$ cat src/rtl/lsu_bus_bridge.sv
// RV32I load/store unit bridging the core data port to a handshaked bus.
// Word-aligned bus transactions with byte strobes, load extension, timeout.
module lsu_bus_bridge #(
    parameter int TIMEOUT = 255,
    parameter int CNT_W   = 16
) (
    input  logic        clk,
    input  logic        reset,
    input  logic        req_valid,
    input  logic        req_we,
    input  logic [2:0]  req_funct3,
    input  logic [31:0] req_addr,
    input  logic [31:0] req_wdata,
    output logic        stall,
    output logic        rsp_done,
    output logic [31:0] rdata,
    output logic        err_misalign,
    output logic        err_timeout,
    output logic        bus_valid,
    input  logic        bus_ready,
    output logic        bus_we,
    output logic [31:0] bus_addr,
    output logic [31:0] bus_wdata,
    output logic [3:0]  bus_wstrb,
    input  logic        bus_rvalid,
    input  logic [31:0] bus_rdata
);

    typedef enum logic [1:0] {IDLE, ADDR, RESP, DONE} state_t;

    localparam logic [CNT_W-1:0] LAST = CNT_W'(TIMEOUT - 1);

    state_t           state, state_n;
    logic [CNT_W-1:0] cnt, cnt_n;
    logic             take, fault, complete, expire, hit;
    logic             legal;
    logic [3:0]       strb;
    logic [31:0]      wdat;
    logic [1:0]       off_q;
    logic [2:0]       f3_q;
    logic [31:0]      shifted, ext;

    always_comb begin
        legal = 1'b0;
        strb  = 4'b0000;
        wdat  = req_wdata;
        unique case (req_funct3)
            3'd0: begin
                legal = 1'b1;
                strb  = 4'b0001 << req_addr[1:0];
                wdat  = {4{req_wdata[7:0]}};
            end
            3'd1: begin
                legal = !req_addr[0];
                strb  = 4'b0011 << req_addr[1:0];
                wdat  = {2{req_wdata[15:0]}};
            end
            3'd2: begin
                legal = (req_addr[1:0] == 2'b00);
                strb  = 4'b1111;
            end
            3'd4: legal = !req_we;
            3'd5: legal = !req_we && !req_addr[0];
            default: legal = 1'b0;
        endcase
        if (!req_we) strb = 4'b0000;
    end

    // Half offsets are always 0 or 2 here, so a byte-granular shift serves both sizes.
    always_comb begin
        shifted = bus_rdata >> {off_q, 3'b000};
        ext     = bus_rdata;
        unique case (f3_q)
            3'd0: ext = {{24{shifted[7]}}, shifted[7:0]};
            3'd4: ext = {24'd0, shifted[7:0]};
            3'd1: ext = {{16{shifted[15]}}, shifted[15:0]};
            3'd5: ext = {16'd0, shifted[15:0]};
            default: ext = bus_rdata;
        endcase
    end

    always_comb begin
        state_n  = state;
        cnt_n    = cnt;
        take     = 1'b0;
        fault    = 1'b0;
        complete = 1'b0;
        expire   = 1'b0;
        hit      = 1'b0;
        unique case (state)
            IDLE: begin
                if (req_valid) begin
                    if (legal) begin
                        take    = 1'b1;
                        cnt_n   = '0;
                        state_n = ADDR;
                    end else begin
                        fault   = 1'b1;
                        state_n = DONE;
                    end
                end
            end
            ADDR, RESP: begin
                hit = (state == ADDR) ? (bus_ready && bus_rvalid)
                                      : bus_rvalid;
                if (hit) begin
                    complete = 1'b1;
                    state_n  = DONE;
                end else if (cnt == LAST) begin
                    expire  = 1'b1;
                    state_n = DONE;
                end else begin
                    cnt_n = cnt + CNT_W'(1);
                    if (state == ADDR && bus_ready) state_n = RESP;
                end
            end
            DONE: state_n = IDLE;
            default: state_n = IDLE;
        endcase
    end

    always_ff @(posedge clk or posedge reset) begin
        if (reset) begin
            state <= IDLE;
            cnt   <= '0;
        end else begin
            state <= state_n;
            cnt   <= cnt_n;
        end
    end

    always_ff @(posedge clk or posedge reset) begin
        if (reset) begin
            bus_we       <= 1'b0;
            bus_addr     <= '0;
            bus_wdata    <= '0;
            bus_wstrb    <= '0;
            off_q        <= '0;
            f3_q         <= '0;
            rdata        <= '0;
            err_misalign <= 1'b0;
            err_timeout  <= 1'b0;
        end else begin
            if (take) begin
                bus_we    <= req_we;
                bus_addr  <= {req_addr[31:2], 2'b00};
                bus_wdata <= wdat;
                bus_wstrb <= strb;
                off_q     <= req_addr[1:0];
                f3_q      <= req_funct3;
            end
            err_misalign <= fault;
            err_timeout  <= expire;
            if (fault || expire) begin
                rdata <= '0;
            end else if (complete) begin
                rdata <= bus_we ? 32'd0 : ext;
            end
        end
    end

    assign bus_valid = (state == ADDR);
    assign rsp_done  = (state == DONE);
    assign stall     = req_valid && (state != DONE);

endmodule

$ cat config.mk
export PLATFORM = sky130hd
export DESIGN_NAME = lsu_bus_bridge
export DESIGN_NICKNAME = d
export VERILOG_FILES = /design/src/rtl/lsu_bus_bridge.sv
export SDC_FILE = /design/constraint.sdc
export NUM_CORES = 1
export LEC_CHECK = 0
export CELL_PAD_IN_SITES_DETAIL_PLACEMENT = 0
export CELL_PAD_IN_SITES_GLOBAL_PLACEMENT = 2
export CORE_MARGIN = 1
export CORE_UTILIZATION = 29
export DETAILED_ROUTE_END_ITERATION = 12
export HOLD_SLACK_MARGIN = 0.1
export PLACE_DENSITY_LB_ADDON = 0.1
export SETUP_SLACK_MARGIN = 0.02
export SYNTH_ARGS = -nofsm -noshare
export SYNTH_HDL_FRONTEND = slang
export SYNTH_SLANG_ARGS = --single-unit
$ cat constraint.sdc
create_clock -name clk -period 7.6 [get_ports clk]
set_clock_uncertainty 0.1 [all_clocks]
set_input_delay 1.52 -clock clk [delete_from_list [all_inputs] [get_ports clk]]
set_output_delay 1.52 -clock clk [all_outputs]
set_load 0.005 [all_outputs]
==> metrics <==
FF-to-FF path depth=7; Async SR Flop Fraction=100%; Pwr per Cell Area=382 mW/mm^2; Leak=3.77 nW; Post-Synth Simple-Gate Area=14.5%; Die ar.=0.0215 sq mm; grt total ovfl=0; clock transition at the registers of the reported paths=0.06 ns; Critical Setup Path Class=input port to primary output; Yosys warnings=0; Critical Path Fanout Max=3; crit path launch type=input port; design area=0.00898 sq mm; Worst EP arrival=2.69 ns; post-cts sizing count=0; Syn-to-layout area delta=48.2%; final WL=18.4 mm; hold buffers post-CTS=0; Buffers on Ports=208; RSZ-0062 raised after global routing=no; WP data required=5.98 ns; Hold Worst Slack=0.382 ns; Critical Path Stages=4; pre-CTS setup slack=3.23 ns; predominant post-synthesis flop cell=dfrtp_1; DR vias=5308; root buf cell=clkbuf_16; TNS Setup=0 ns; CTS tree=done; Setup Viol. Count Final=0; CP top delay family=buffers and inverters; Unique masters post-synth=50; vias in the first global route=5280; Hold Path Cell Cnt=2; Nets=892; Fin. Hold Viols=0; DP HPWL=13.1 mm; cells after synthesis=589; WP buf/inv=3; Via-to-Cell Ratio=4.99; Synth Area in XOR/XNOR=0.433%; Synth Area in Adders=1.24%; Compound-Gate Fraction of Synth Area=14.2%; diode count=0; Initial Util=29.8%; critical path endpoint category=primary output; TritonCTS buffer count=17; critical path cell sequence=clkdlybuf4s50_1 > inv_1 > nor2_1 > clkdlybuf4s50_1; wire per inst=17.3 um; Slew HR=27.0%; Core Box Area=0.0204 sq mm; RePlAce Congestion=0.779; first-pass GRT wire length=29.0 mm; postcts setup bufs=0; EDFF count, synth=0; Fmax=0.232 GHz; largest family of logic cells by synthesized area=multiplexers; DRT antenna net count=0; DRC=0; initial antenna violation count=0; most frequent CP cell=clkdlybuf4s50_1; die width=147 um; final worst setup slack=3.29 ns; Sequential Area=0.00310 sq mm; share of layout cells above drive strength 1=11.8%; Die Y=147 um; deepest clock path buffer count=2; mux share of post-synthesis cell area=14.8%; register area share after synthesis=51.2%; fillers=1954; max_cap viols=0; count of state elements after synthesis=124; fin crit period=4.31 ns; largest net degree at the start of global routing=94; Worst-Skew Late Latency=0.42 ns; placed cell area=0.00837 sq mm; Final Cycle Share=56.7%; CTS HTree Levels=4; number of DRC markers in iteration 0=310; syn avg cell area=10.3 sq um; Cell Rows=52; Worst path max stage delay=0.50 ns; Worst Tran Pin Value=1.08 ns; DRT Pass-1 Iters=5; status=finished clean; Hold WC Path Type=flop to flop; peak supply drop=167 uV; Cell Area, Synth=0.00606 sq mm; GR Util All Layers=17.4%; max-slew violation count=0; multi-input logic area=0.00276 sq mm; I/O pins=211; clk sinks=124; Critical-path top delay cell=clkdlybuf4s50_1
[sequential cells by signal (all words and copies together), names as in the netlist, 2 cells and up]
signal and cells:
state 2, bus_addr 30, cnt 16, bus_wstrb 4
rdata 32, f3_q 3, off_q 2, bus_wdata 32
[metal layers]
layer | share of wire [%] | up-vias | GRT usage (%) | routed length, um
li1 | - | 2511 | - | -
met5 | 0 | - | 0 | 0
met3 | 8.1 | 15 | 6.44 | 1500
met4 | 1.0 | 0 | 5.00 | 189
met2 | 48 | 178 | 28.2 | 8810
met1 | 43 | 2604 | 21.6 | 7940
[synth_stat cells, types with 4 or more instances]
cell type  count  share of area, %
dfrtp_1      124                51
clkbuf_1      30               1.9
and3_1         6              0.62
ha_1           6               1.2
or4_1         11               1.4
a21oi_1       42               3.5
or2_2          5              0.52
o21ai_0       49               4.0
mux2_2        45               8.4
nand2b_1      10               1.0
o31ai_1        4              0.50
a222oi_1       6              0.99
o211ai_1       7              0.87
nand4_1        4              0.41
nor4_1         5              0.52
inv_1          9              0.56
a22oi_1       17               2.1
nor2b_1        5              0.52
or3_1          4              0.41
buf_1          6              0.37
nand2_1       76               4.7
nor2_1        29               1.8
nand3_1        9              0.74
mux2i_1       37               6.1
nor3_1         7              0.58
[metrics by stage]
stage / utilization (%) / cells / power, mW
after CTS: 44.1 / 1064 / 3.48
after global placement: 41.1 / 1032 / 2.58
after detailed placement: 41.1 / 1032 / 2.60
after floorplan: - / 590 / 1.85
after global routing: 44.1 / 1064 / 3.66
final: 44.1 / 1064 / 3.43
[cell families after synthesis]
kind of cell	Yosys count
buffers and inverters	51
XOR/XNOR	3
multiplexers	83
other	1
adder cells (fa/ha/maj)	6
flip-flops	124
AO/OA/AOI/OAI	140
AND/OR/NAND/NOR	181
[final timing paths]
kind                              start       endpoint  slack, ns
min in group asynchronous         reset  bus_wdata[25]       1.57
min                        bus_wdata[9]   bus_wdata[9]       0.38
max                           req_valid          stall       3.29
max reg2reg                    state[0]      rdata[12]       4.47
max in group asynchronous         reset    bus_addr[2]       4.57
min reg2reg                bus_wdata[9]   bus_wdata[9]       0.38
[worst reg2reg max path, stage by stage, from the launching register on]
cell and delay, ns:
dfrtp_1 0.39, inv_1 0.08, ha_1 0.68, nand3_1 0.19
buf_4 0.32, nor4_1 0.94, a222oi_1 0.21, nor2_1 0.14
[power by group]
group          internal, mW  switching [mW]  leakage (nW)
logic                 0.807           0.607          1.90
registers             0.944           0.227          1.56
clock network         0.535           0.315         0.300
total                  2.29            1.15          3.77
[cell type report]
| cell class | instances | area share (%) |
|---|---|---|
| clock buffer | 19 | 5.04 |
| clock inverter | 13 | 1.82 |
| inverter | 9 | 0.404 |
| multi-input combinational | 415 | 30.8 |
| sequential | 124 | 34.5 |
| tap | 270 | 3.76 |
| timing repair buffer | 214 | 23.7 |
[cell usage in the layout, fill, tap and decap left out, drive strengths merged, types with 7 or more instances in the layout]
master         count
a22oi             17
or4               12
nor2              29
a21oi             42
clkbuf            19
clkdlybuf4s50    208
inv               11
nand3              9
nor3               7
nand2b            10
o21ai             49
mux2              45
dfrtp            124
mux2i             37
o211ai             7
nand2             76
Note: power is estimated with default switching activity, not from simulation.
